## config.mk

```make
export PLATFORM = sky130hd
export DESIGN_NAME = muldiv_sequencer
export DESIGN_NICKNAME = d
export VERILOG_FILES = /design/src/rtl/muldiv_pkg.sv /design/src/rtl/muldiv_step.sv /design/src/rtl/muldiv_sequencer.sv
export SDC_FILE = /design/constraint.sdc
export NUM_CORES = 1
export LEC_CHECK = 0
export CAP_MARGIN = 10
export CORE_MARGIN = 2
export CORE_UTILIZATION = 42
export DETAILED_ROUTE_END_ITERATION = 10
export GPL_TIMING_DRIVEN = 0
export PLACE_DENSITY = 0.59
export RECOVER_POWER = 25
export SYNTH_ARGS = -nofsm -noshare
export SYNTH_HDL_FRONTEND = slang
export SYNTH_SLANG_ARGS = --single-unit
```

## constraint.sdc

```tcl
create_clock -name clk -period 6.7 [get_ports clk]
set_input_delay 1.34 -clock clk [delete_from_list [all_inputs] [get_ports clk]]
set_output_delay 1.34 -clock clk [all_outputs]
set_load 0.02 [all_outputs]
```

## src/rtl/muldiv_pkg.sv

```systemverilog
// Shared encodings for the iterative multiply/divide sequencer.
package muldiv_pkg;

    localparam int MD_ITERS = 32;

    typedef enum logic [1:0] {
        MD_MULT  = 2'b00,
        MD_MULTU = 2'b01,
        MD_DIV   = 2'b10,
        MD_DIVU  = 2'b11
    } mdOp_t;

    typedef enum logic [1:0] {
        S_IDLE = 2'b00,
        S_ITER = 2'b01,
        S_FIX  = 2'b10,
        S_DONE = 2'b11
    } mdState_t;

endpackage

```

## src/rtl/muldiv_step.sv

```systemverilog
// One combinational iteration: shift-add for multiply, restoring trial subtract for divide.
module muldiv_step
    import muldiv_pkg::*;
#(
    parameter int WIDTH = 32
) (
    input  mdOp_t            op,
    input  logic [WIDTH-1:0] accHi,
    input  logic [WIDTH-1:0] accLo,
    input  logic [WIDTH-1:0] operand,
    output logic [WIDTH-1:0] nextHi,
    output logic [WIDTH-1:0] nextLo
);

    logic [WIDTH:0]   sum;
    logic [WIDTH:0]   shifted;
    logic [WIDTH-1:0] diff;

    always_comb begin
        sum     = {1'b0, accHi} + {1'b0, operand};
        shifted = {accHi, accLo[WIDTH-1]};
        diff    = shifted[WIDTH-1:0] - operand;
        nextHi  = accHi;
        nextLo  = accLo;
        if (op[1]) begin
            // Remainder always fits WIDTH bits because it stays below the divisor.
            if (shifted >= {1'b0, operand}) begin
                nextHi = diff;
                nextLo = {accLo[WIDTH-2:0], 1'b1};
            end else begin
                nextHi = shifted[WIDTH-1:0];
                nextLo = {accLo[WIDTH-2:0], 1'b0};
            end
        end else if (accLo[0]) begin
            nextHi = sum[WIDTH:1];
            nextLo = {sum[0], accLo[WIDTH-1:1]};
        end else begin
            nextHi = {1'b0, accHi[WIDTH-1:1]};
            nextLo = {accHi[0], accLo[WIDTH-1:1]};
        end
    end

endmodule

```

## src/rtl/muldiv_sequencer.sv

```systemverilog
// HI/LO owner and 32-step multiply/divide sequencer; MULDIV_EARLY_OUT_EN enables multiply early exit.
//   state  | meaning
//   S_IDLE | waiting for StartE, mthi/mtlo accepted
//   S_ITER | one shift-add / trial-subtract step per cycle
//   S_FIX  | sign correction, HI/LO written
//   S_DONE | DoneE pulse, back-to-back start accepted
module muldiv_sequencer
    import muldiv_pkg::*;
#(
    parameter int WIDTH = 32,
    parameter int ITERS = MD_ITERS
) (
    input  logic             clk,
    input  logic             reset,
    input  logic             StartE,
    input  logic [1:0]       MulDivOpE,
    input  logic [WIDTH-1:0] SrcAE,
    input  logic [WIDTH-1:0] SrcBE,
    input  logic             HiWE,
    input  logic             LoWE,
    input  logic [WIDTH-1:0] WriteDataE,
    output logic             BusyE,
    output logic             DoneE,
    output logic [WIDTH-1:0] HiOut,
    output logic [WIDTH-1:0] LoOut
);

    localparam int CW = $clog2(ITERS);

    mdState_t state, nextState;
    mdOp_t    op;

    logic [CW-1:0]    cnt;
    logic [WIDTH-1:0] operand, accHi, accLo, stepHi, stepLo;
    logic [WIDTH-1:0] hiReg, loReg, fixHi, fixLo, aMag, bMag;
    logic [2*WIDTH-1:0] prod;
    logic negRes, negDvd, divZero;
    logic aNeg, bNeg, accept, lastStep, earlyOut;

    muldiv_step #(.WIDTH(WIDTH)) u_step (
        .op      (op),
        .accHi   (accHi),
        .accLo   (accLo),
        .operand (operand),
        .nextHi  (stepHi),
        .nextLo  (stepLo)
    );

    always_comb begin
        aNeg = ~MulDivOpE[0] & SrcAE[WIDTH-1];
        bNeg = ~MulDivOpE[0] & SrcBE[WIDTH-1];
        aMag = aNeg ? -SrcAE : SrcAE;
        bMag = bNeg ? -SrcBE : SrcBE;
    end

`ifdef MULDIV_EARLY_OUT_EN
    logic [WIDTH-1:0] remMask;
    // Multiplier bits not yet consumed sit in the low end of accLo.
    assign remMask  = {WIDTH{1'b1}} >> ({1'b0, cnt} + (CW+1)'(1));
    assign earlyOut = !op[1] && (((accLo >> 1) & remMask) == '0);
`else
    assign earlyOut = 1'b0;
`endif

    assign lastStep = (cnt == CW'(ITERS-1)) || earlyOut;

    always_ff @(posedge clk) begin
        if (!reset) state <= S_IDLE;
        else        state <= nextState;
    end

    always_comb begin
        nextState = state;
        BusyE     = 1'b0;
        DoneE     = 1'b0;
        accept    = 1'b0;
        case (state)
            S_IDLE: begin
                accept = StartE;
                if (StartE) nextState = S_ITER;
            end
            S_ITER: begin
                BusyE = 1'b1;
                if (lastStep) nextState = S_FIX;
            end
            S_FIX: begin
                BusyE     = 1'b1;
                nextState = S_DONE;
            end
            S_DONE: begin
                DoneE     = 1'b1;
                accept    = StartE;
                nextState = StartE ? S_ITER : S_IDLE;
            end
            default: nextState = S_IDLE;
        endcase
    end

    always_comb begin
        prod = {accHi, accLo};
`ifdef MULDIV_EARLY_OUT_EN
        // Align a product that left ITER before all steps were shifted in.
        prod = prod >> (CW'(ITERS-1) - cnt);
`endif
        if (negRes) prod = -prod;
        if (op[1]) begin
            fixLo = divZero ? {WIDTH{1'b1}} : (negRes ? -accLo : accLo);
            fixHi = negDvd ? -accHi : accHi;
        end else begin
            fixHi = prod[2*WIDTH-1:WIDTH];
            fixLo = prod[WIDTH-1:0];
        end
    end

    always_ff @(posedge clk) begin
        if (!reset) begin
            op      <= MD_MULT;
            cnt     <= '0;
            operand <= '0;
            accHi   <= '0;
            accLo   <= '0;
            negRes  <= 1'b0;
            negDvd  <= 1'b0;
            divZero <= 1'b0;
            hiReg   <= '0;
            loReg   <= '0;
        end else begin
            if (accept) begin
                op      <= mdOp_t'(MulDivOpE);
                cnt     <= '0;
                operand <= MulDivOpE[1] ? bMag : aMag;
                accHi   <= '0;
                accLo   <= MulDivOpE[1] ? aMag : bMag;
                negRes  <= aNeg ^ bNeg;
                negDvd  <= aNeg;
                divZero <= MulDivOpE[1] && (SrcBE == '0);
            end else if (state == S_ITER) begin
                accHi <= stepHi;
                accLo <= stepLo;
                if (!lastStep) cnt <= cnt + CW'(1);
            end
            if (state == S_FIX) begin
                hiReg <= fixHi;
                loReg <= fixLo;
            end else if (!BusyE) begin
                if (HiWE) hiReg <= WriteDataE;
                if (LoWE) loReg <= WriteDataE;
            end
        end
    end

    assign HiOut = hiReg;
    assign LoOut = loReg;

endmodule

```

==> qor.csv, run 1 <==
metric,value,unit
VDD IR max,297.8,uV
Overflow after GRT,0,
post-route ant nets,0,
Worst Tran Pin Value,1.132,ns
CP endpoint,HiOut[24]$_SDFFE_PN0P_,
Clock transition at path regs,0.08,ns
area growth from synthesis to layout,18.88,%
Worst Skew,0.01261,ns
Adder-Cell Fraction of Synth Area,6.558,%
crit path DAT,5.21,ns
compound-gate portion of the synthesized area,29.81,%
initial antenna violation count,1,
TNS Setup,0,ns
unrepaired setup endpoints after global routing,false,
Layout fillers,3585,
Worst setup startpoint,accLo[0]$_SDFFE_PN0P_,
HP Class,flop to flop,
share of cells above drive strength 1,3.582,%
Reg area,3423,um2
nets,2457,
Total GRT Usage,35.93,%
Die X,193.7,um
most frequent cells after synthesis,"nand2_1, a21oi_1, nor2_1",
WHS,0.4571,ns
reg2reg end,HiOut[24]$_SDFFE_PN0P_,
"Avg Cell Area, Syn",7.229,um2
Hold Fails Final Rpt,0,
R2R Setup Slk,1.86,ns
via/cell ratio,6.284,
Area contributors post-synth,"dfxtp_1, a21oi_1, ha_1",
Setup crit start kind,flop,
r2r startpoint,accLo[0]$_SDFFE_PN0P_,
"Setup violations, final",0,
"FF+latch count, synth",171,
routed len/inst,25.05,um
Final Max Tran Viols,0,
Multi-input gate area,10740,um2
CP max FO,10,
simple-gate area share of the yosys netlist,21.16,%
TritonCTS clock tree,done,
routed wire length,68930,um
kind of critical path,flop to flop,
DRC,0,
"Setup Fix Bufs, Post-CTS",0,
Post-Synth XOR/XNOR Area,10.14,%
Die Height,193.7,um
number of global-route vias before repair,16390,
status,"finished, final reports clean",
leakage power,6.753,nW
num rows,69,
TritonCTS Buffers,17,
most common cell in the netlist,nand2_1,
CP endpoint kind,flop,
power per cell area,475.2,nW/um2
Peak Freq,0.2067,GHz
Worst-Skew Late Latency,0.47,ns
count of input and output buffers,167,
CTS sink cnt,171,
post-cts sizing count,0,
worst relative slew slack,24.55,%
Root Driver,clkbuf_16,
Syn Std Cell Area,15110,um2
Max Root-Sink Buffers,2,
router iterations before antenna repair,6,
number of I/O pins,169,
top_reg_cell synth,dfxtp_1,
cells after synthesis,2090,
fin crit share,72.21,%
post-synth top area cell,dfxtp_1,
maxcap violations,0,
"Hold-fix buffers, CTS",0,
Die Area,37510,um2
Core Footprint,35480,um2
yosys warns,0,
routability cong.,0.9606,
largest net degree at the start of global routing,19,
post-synth top area share,22.66,%
R2R depth,12,
mux share of post-synthesis cell area,3.395,%
Initial DRC Count,1967,
post-DP HPWL,55040,um
Post-synth ARST share,0,%
register area share after synthesis,22.66,%
post-synthesis cell type count,85,
Tmin final,4.838,ns
first-pass GRT wire length,102900,um
Initial Utilization,42.58,%
htree depth,4,
Post-Syn Nets,2271,
Worst Path Required,7.07,ns
routed via count,17290,
largest family of logic cells by synthesized area,compound AO/OA/AOI/OAI gates,
"EDFF count, synth",0,
[worst min path at each step]
stage | from | endpoint | slack, ns | cells past startpoint
after floorplan | operand[11]$_SDFFE_PN0P_ | operand[11]$_SDFFE_PN0P_ | 0.45 | 2
after global placement | LoOut[4]$_SDFFE_PN0P_ | LoOut[4]$_SDFFE_PN0P_ | 0.44 | 2
after detailed placement | LoOut[5]$_SDFFE_PN0P_ | LoOut[5]$_SDFFE_PN0P_ | 0.45 | 2
after CTS | LoOut[5]$_SDFFE_PN0P_ | LoOut[5]$_SDFFE_PN0P_ | 0.46 | 2
after global routing | LoOut[5]$_SDFFE_PN0P_ | LoOut[5]$_SDFFE_PN0P_ | 0.47 | 2
final | LoOut[5]$_SDFFE_PN0P_ | LoOut[5]$_SDFFE_PN0P_ | 0.46 | 2
[flip-flops by register name, indices dropped and copies added (netlist names)]
name	flops
negDvd	1
HiOut	32
accHi	32
LoOut	32
state	2
cnt	5
negRes	1
accLo	32
divZero	1
operand	32
op	1
[stage by stage]
| stage | power (mW) | util (%) | setup slack (ns) | instances | cell area, um2 |
|---|---|---|---|---|---|
| 4_1_cts | 8.383 | 50.64 | 1.923 | 2750 | 17970 |
| 3_3_place_gp | 7.278 | 48.92 | 1.636 | 2718 | 17360 |
| 6_report | 8.535 | 50.62 | 1.862 | 2752 | 17960 |
| 3_5_place_dp | 7.303 | 48.92 | 1.657 | 2718 | 17360 |
| 2_1_floorplan | 5.320 | - | 3.028 | 2090 | 15110 |
| 5_1_grt | 9.027 | 50.62 | 1.625 | 2751 | 17960 |
[kinds of logic (layout without fill, tap and decap cells)]
group / count (synthesis) / after routing
simple gates: 684 / 684
other cells: 0 / 2
xor+xnor: 175 / 175
buf+inv: 222 / 421
mux: 51 / 51
compound gates: 709 / 709
flops: 171 / 171
fa+ha+maj: 78 / 78
[worst max-delay path: stages (launching register included)]
cell and delay (ns):
dfxtp_1 0.30, clkbuf_1 0.35, inv_1 0.40, clkbuf_1 0.63, ha_1 0.33, or4bb_4 0.60, nor4_4 0.61, a31oi_1 0.43
or2_2 0.41, nor2_1 0.17, a31oi_1 0.12, xnor2_1 0.15, a221oi_1 0.23
[power by group]
part	internal, mW	total, mW	leakage, nW	switching (mW)
combinational	1.96	5.69	5.05	3.73
clock	0.546	1.07	0.297	0.525
sequential	1.33	1.78	1.40	0.446
[per-layer routing]
metal	GRT usage, %	wire length (um)
met1	49.37	30220
met2	54.54	29420
met3	7.619	6369
met4	14.84	2917
met5	0	0
[layout by cell type, fill, tap and decap left out, drive strengths merged, types with 7 or more instances in the layout]
cell / count
a211o: 7
a211oi: 46
a21o: 27
a21oi: 214
a221oi: 27
a311oi: 7
a31oi: 29
and2: 14
and3: 12
buf: 21
clkbuf: 154
clkdlybuf4s50: 115
dfxtp: 171
dlygate4sd3: 52
ha: 76
inv: 70
mux2i: 49
nand2: 250
nand2b: 12
nand3: 64
nand4: 15
nor2: 177
nor2b: 13
nor3: 45
nor4: 23
o211ai: 35
o21ai: 171
o221ai: 31
o22ai: 11
o31ai: 31
o41ai: 9
or2: 14
or3: 14
or4: 13
xnor2: 100
xor2: 75
[cell type report]
| class | instances | share of cell area (%) |
|---|---|---|
| Multi-Input combinational cell | 1697 | 59.78 |
| Sequential cell | 171 | 19.06 |
| Timing Repair Buffer | 167 | 9.306 |
| Buffer | 158 | 3.887 |
| Tap cell | 461 | 3.211 |
| Clock buffer | 18 | 2.445 |
| Inverter | 64 | 1.337 |
| Clock inverter | 14 | 0.9473 |
| Antenna cell | 2 | 0.02786 |
Note: power is estimated with default switching activity, not from simulation.
==> run 2, diff against run 1 <==
==> constraint.sdc (replaced) <==
create_clock -name clk -period 4.9 [get_ports clk]
set_input_delay 0.98 -clock clk [delete_from_list [all_inputs] [get_ports clk]]
set_output_delay 0.98 -clock clk [all_outputs]
set_load 0.02 [all_outputs]
==> run 2 against run 1 <==
Sequential cell count did not move. Clock power rose by 36%. Sequential power rose by 37%. Register-to-register slack got worse by 1.7 ns. Core utilization barely moved. Largest cell class unchanged.
==> qor.csv, run 2 (same netlist as run 1, synthesis figures left out) <==
metric,value,unit
status,"finished, final reports clean",
Worst Skew,0.01268,ns
DR top layer,met4,
Tmin final,4.762,ns
router iterations before antenna repair,6,
"Hold-fix buffers, CTS",0,
VDD IR max,410.8,uV
crit path DAT,5.08,ns
R2R Setup Slk,0.14,ns
"most common cell after layout, fill and taps aside",nand2_1,
r2r startpoint,accHi[22]$_SDFFE_PP0P_,
share of cells above drive strength 1,3.628,%
routed len/inst,24.98,um
initial antenna violation count,1,
HP Class,flop to flop,
Final Max Tran Viols,0,
area growth from synthesis to layout,18.91,%
Core Footprint,35480,um2
routability cong.,0.9606,
Hold Fails Final Rpt,0,
Hold Path Origin,LoOut[5]$_SDFFE_PN0P_,
CTS sink cnt,171,
Hold Path Cell Cnt,2,
fin crit share,97.18,%
longest individual stage delay on the worst path,0.79,ns
Worst Tran Pin Value,1.166,ns
htree depth,4,
post-DP HPWL,55040,um
TNS Setup,0,ns
"leading cell types in the layout, fill and taps excluded","nand2_1, a21oi_1, nor2_1",
CP max FO,10,
post-cts sizing count,0,
"Setup Fix Bufs, Post-CTS",0,
Die Area,37510,um2
Layout fillers,3585,
routed wire length,68700,um
final worst slack,0.1382,ns
met1 wire length,30260,um
WHS,0.4544,ns
num rows,69,
Die X,193.7,um
number of global-route vias before repair,16390,
WL met3,6135,um
Initial DRC Count,1822,
post-route ant nets,0,
critical path's slowest cell,dfxtp_1,
met2 routed WL,29310,um
"Setup violations, final",0,
leakage power,6.760,nW
pre-CTS setup slack,0.1499,ns
Overflow after GRT,0,
TritonCTS clock tree,done,
TritonCTS Buffers,17,
CP endpoint kind,flop,
power per cell area,648.7,nW/um2
Total GRT Usage,35.93,%
Worst-Skew Late Latency,0.46,ns
Finished Core Util,50.63,%
hold endpoint,LoOut[5]$_SDFFE_PN0P_,
largest net degree at the start of global routing,19,
R2R depth,12,
Peak Freq,0.2100,GHz
nets,2456,
first-pass GRT wire length,102900,um
cells along the critical path,ha_1 > and2_1 > and4_1 > nand4_1 > a21oi_1 > or4_1 > a21oi_1 > clkbuf_1 > clkbuf_1 > nor3_1 > a211oi_1 > o32ai_1,
unrepaired setup endpoints after global routing,false,
routed via count,17290,
Initial Utilization,42.58,%
worst relative slew slack,22.28,%
count of input and output buffers,167,
Worst Path Required,5.22,ns
Setup crit start kind,flop,
DRC,0,
Max Root-Sink Buffers,2,
kind of critical path,flop to flop,
number of I/O pins,169,
maxcap violations,0,
Clock transition at path regs,0.08,ns
reg2reg end,accHi[14]$_SDFFE_PP0P_,
via/cell ratio,6.287,
Die Height,193.7,um
Root Driver,clkbuf_16,
[run 2: worst max-delay path by stage]
stage / start / end / slack (ns) / cells after the start
after floorplan: accLo[0]$_SDFFE_PN0P_ / HiOut[24]$_SDFFE_PN0P_ / 1.59 / 12
after global placement: accLo[0]$_SDFFE_PN0P_ / HiOut[24]$_SDFFE_PN0P_ / 0.17 / 12
after detailed placement: accLo[0]$_SDFFE_PN0P_ / HiOut[24]$_SDFFE_PN0P_ / 0.15 / 12
after CTS: accLo[0]$_SDFFE_PN0P_ / HiOut[24]$_SDFFE_PN0P_ / 0.12 / 12
after global routing: accHi[22]$_SDFFE_PP0P_ / accHi[14]$_SDFFE_PP0P_ / 0.1 / 12
final: accHi[22]$_SDFFE_PP0P_ / accHi[14]$_SDFFE_PP0P_ / 0.14 / 12
[run 2: power breakdown]
group / internal [mW] / switching [mW] / leakage (nW) / total [mW]
registers: 1.82 / 0.608 / 1.40 / 2.43
clock network: 0.746 / 0.711 / 0.297 / 1.46
logic: 2.68 / 5.09 / 5.06 / 7.77
[run 2: worst max-delay path, delay by kind of cell (launching register included)]
family,cells,cell delay (ns)
AOI/OAI and AO/OA,4,0.80
adders and majority gates,1,0.42
DFF,1,0.79
and+or+nand+nor,5,1.46
buffers and inverters,2,1.10
[run 2: area by class of cell]
| class | instances | area [um2] | share of cell area [%] |
|---|---|---|---|
| Multi-Input combinational cell | 1697 | 10740 | 59.77 |
| Sequential cell | 171 | 3423 | 19.05 |
| Timing Repair Buffer | 167 | 1672 | 9.304 |
| Buffer | 157 | 704.4 | 3.921 |
| Tap cell | 461 | 576.8 | 3.211 |
| Clock buffer | 18 | 439.2 | 2.444 |
| Inverter | 64 | 240.2 | 1.337 |
| Clock inverter | 14 | 170.2 | 0.9471 |
| Antenna cell | 1 | 2.502 | 0.01393 |
[run 2: metrics by stage]
| stage | total power [mW] | instance area (um2) | instances |
|---|---|---|---|
| after floorplan | 7.274 | 15110 | 2090 |
| after global placement | 9.952 | 17360 | 2718 |
| after detailed placement | 9.986 | 17360 | 2718 |
| after CTS | 11.46 | 17970 | 2750 |
| after global routing | 12.34 | 17970 | 2750 |
| final | 11.66 | 17970 | 2750 |
[run 2: layer usage]
layer / vias up / global-route usage (%)
li1: 8011 / -
met1: 8245 / 49.37
met2: 876 / 54.54
met3: 158 / 7.619
met4: 0 / 14.84
met5: - / 0
==> run 3, diff against run 2 <==
--- a/config.mk
+++ b/config.mk
@@ -6,7 +6,7 @@
 export NUM_CORES = 1
 export LEC_CHECK = 0
 export CAP_MARGIN = 10
-export CORE_MARGIN = 2
+export CORE_MARGIN = 8
 export CORE_UTILIZATION = 42
 export DETAILED_ROUTE_END_ITERATION = 10
 export GPL_TIMING_DRIVEN = 0
==> run 3 against run 2 <==
Non-clock buffer count up 1. Sequential power is essentially flat. Critical endpoint is now HiOut[24]$_SDFFE_PN0P_. Wire length increased by 0.58%. Critical path type unchanged. Largest cell class unchanged. Sequential cell count did not move. Clock skew is 0.0018 ns higher. Global-route usage decreased by 4.3 points. Design area is 0.13% lower. Core utilization shrank 0.063 points. Sequential share of layout area hardly changed.
==> qor.csv, run 3 (same netlist as run 1, synthesis figures left out) <==
metric,value,unit
first-pass GRT wire length,101800,um
count of input and output buffers,167,
nets,2457,
critical path's top delay family,simple AND/OR/NAND/NOR gates,
Worst Tran Pin Value,1.215,ns
Initial Utilization,42.58,%
largest net degree at the start of global routing,18,
CP max FO,10,
"Setup Fix Bufs, Post-CTS",0,
Die Area,42300,um2
area growth from synthesis to layout,18.76,%
Setup crit start kind,flop,
cells along the critical path,clkbuf_1 > inv_1 > clkbuf_1 > ha_1 > or4bb_4 > nor4_4 > a31oi_1 > or2_2 > nor2_1 > a31oi_1 > xnor2_1 > a221oi_1,
Clock transition at path regs,0.08,ns
num rows,69,
VDD IR max,429.3,uV
share of cells above drive strength 1,3.582,%
critical path's slowest cell,or4bb_4,
Tmin final,4.755,ns
Overflow after GRT,0,
pre-CTS setup slack,-0.008777,ns
"Setup violations, final",0,
TritonCTS Buffers,17,
HP Class,flop to flop,
htree depth,4,
maxcap violations,0,
final instance area,17940,um2
CTS sink cnt,171,
router iterations before antenna repair,8,
DRC,0,
power per cell area,644.3,nW/um2
Worst Skew,0.01443,ns
"Hold-fix buffers, CTS",0,
longest individual stage delay on the worst path,0.61,ns
number of global-route vias before repair,16260,
initial antenna violation count,2,
"Cell Area, Placed",17360,um2
routed via count,17290,
routed wire length,69100,um
worst relative slew slack,18.28,%
"most common cell after layout, fill and taps aside",nand2_1,
Max Root-Sink Buffers,2,
CP Buf/Inv Count,3,
leakage power,6.742,nW
Layout fillers,3540,
"leading cell types in the layout, fill and taps excluded","nand2_1, a21oi_1, nor2_1",
Hold Fails Final Rpt,0,
Die X,205.7,um
Finished Core Util,50.57,%
Worst Path Required,5.27,ns
status,"finished, final reports clean",
Die Height,205.7,um
crit path DAT,5.13,ns
via/cell ratio,6.282,
post-DP HPWL,55870,um
routed len/inst,25.11,um
Peak Freq,0.2103,GHz
Root Driver,clkbuf_16,
CP endpoint kind,flop,
Worst-Skew Late Latency,0.47,ns
TritonCTS clock tree,done,
fin crit share,97.05,%
post-cts sizing count,0,
Total GRT Usage,31.66,%
post-route ant nets,0,
post-placement cell count,2718,
Initial DRC Count,1879,
final worst slack,0.1446,ns
number of I/O pins,169,
Layout Cells excl Fill,2752,
routability cong.,0.9907,
kind of critical path,flop to flop,
Core Footprint,35480,um2
unrepaired setup endpoints after global routing,false,
Final Max Tran Viols,0,
-- run 3: changes by cell type in the layout (fill, tap and decap cells not counted), sizes merged --
cell and change:
clkinv -2, diode +1, clkbuf +1, clkinvlp +2
-- run 3: per-stage QoR --
step | hold slack, ns | power [mW] | TNS (ns)
6_report | 0.4553 | 11.56 | 0
5_1_grt | 0.4785 | 12.21 | 0
3_5_place_dp | 0.4498 | 9.916 | -0.008777
3_3_place_gp | 0.4412 | 9.885 | 0
2_1_floorplan | 0.4493 | 7.274 | 0
4_1_cts | 0.4609 | 11.36 | 0
-- run 3: final cells by class --
type / instances / area (um2) / area share [%]
clock inverter: 14 / 151.4 / 0.8437
inverter: 64 / 240.2 / 1.339
clock buffer: 18 / 429.2 / 2.392
multi-input combinational: 1697 / 10740 / 59.84
tap: 461 / 576.8 / 3.215
buffer: 158 / 708.2 / 3.947
antenna: 2 / 5.005 / 0.02789
sequential: 171 / 3423 / 19.08
timing repair buffer: 167 / 1672 / 9.316
-- run 3: path summary, 6_finish.rpt --
check / start / to / slack (ns) / cells after the start
setup / recovery: accLo[0]$_SDFFE_PN0P_ / HiOut[24]$_SDFFE_PN0P_ / 0.14 / 12
hold / removal: LoOut[10]$_SDFFE_PN0P_ / LoOut[10]$_SDFFE_PN0P_ / 0.46 / 2
setup reg to reg: accLo[0]$_SDFFE_PN0P_ / HiOut[24]$_SDFFE_PN0P_ / 0.14 / 12
hold reg to reg: LoOut[10]$_SDFFE_PN0P_ / LoOut[10]$_SDFFE_PN0P_ / 0.46 / 2
-- run 3: metal layers --
layer | global-route usage (%) | share of wire (%) | vias up
li1 | - | - | 8011
met1 | 43.81 | 45 | 8230
met2 | 47.05 | 43 | 902
met3 | 6.533 | 8.9 | 144
met4 | 13.10 | 4.0 | 0
met5 | 0 | 0 | -
-- run 3: power breakdown --
| group | switching [mW] | internal [mW] |
|---|---|---|
| clock | 0.694 | 0.722 |
| combinational | 5.04 | 2.68 |
| sequential | 0.602 | 1.82 |
| total | 6.34 | 5.22 |
-- run 3: worst register-to-register path: cells and delay by family (launching register included) --
kind	cells	cell delay, ns
AOI/OAI and AO/OA	3	0.75
xor gates and xnor gates	1	0.15
adders and majority gates	1	0.35
buffers and inverters	3	1.34
DFF	1	0.30
and+or+nand+nor	4	1.77
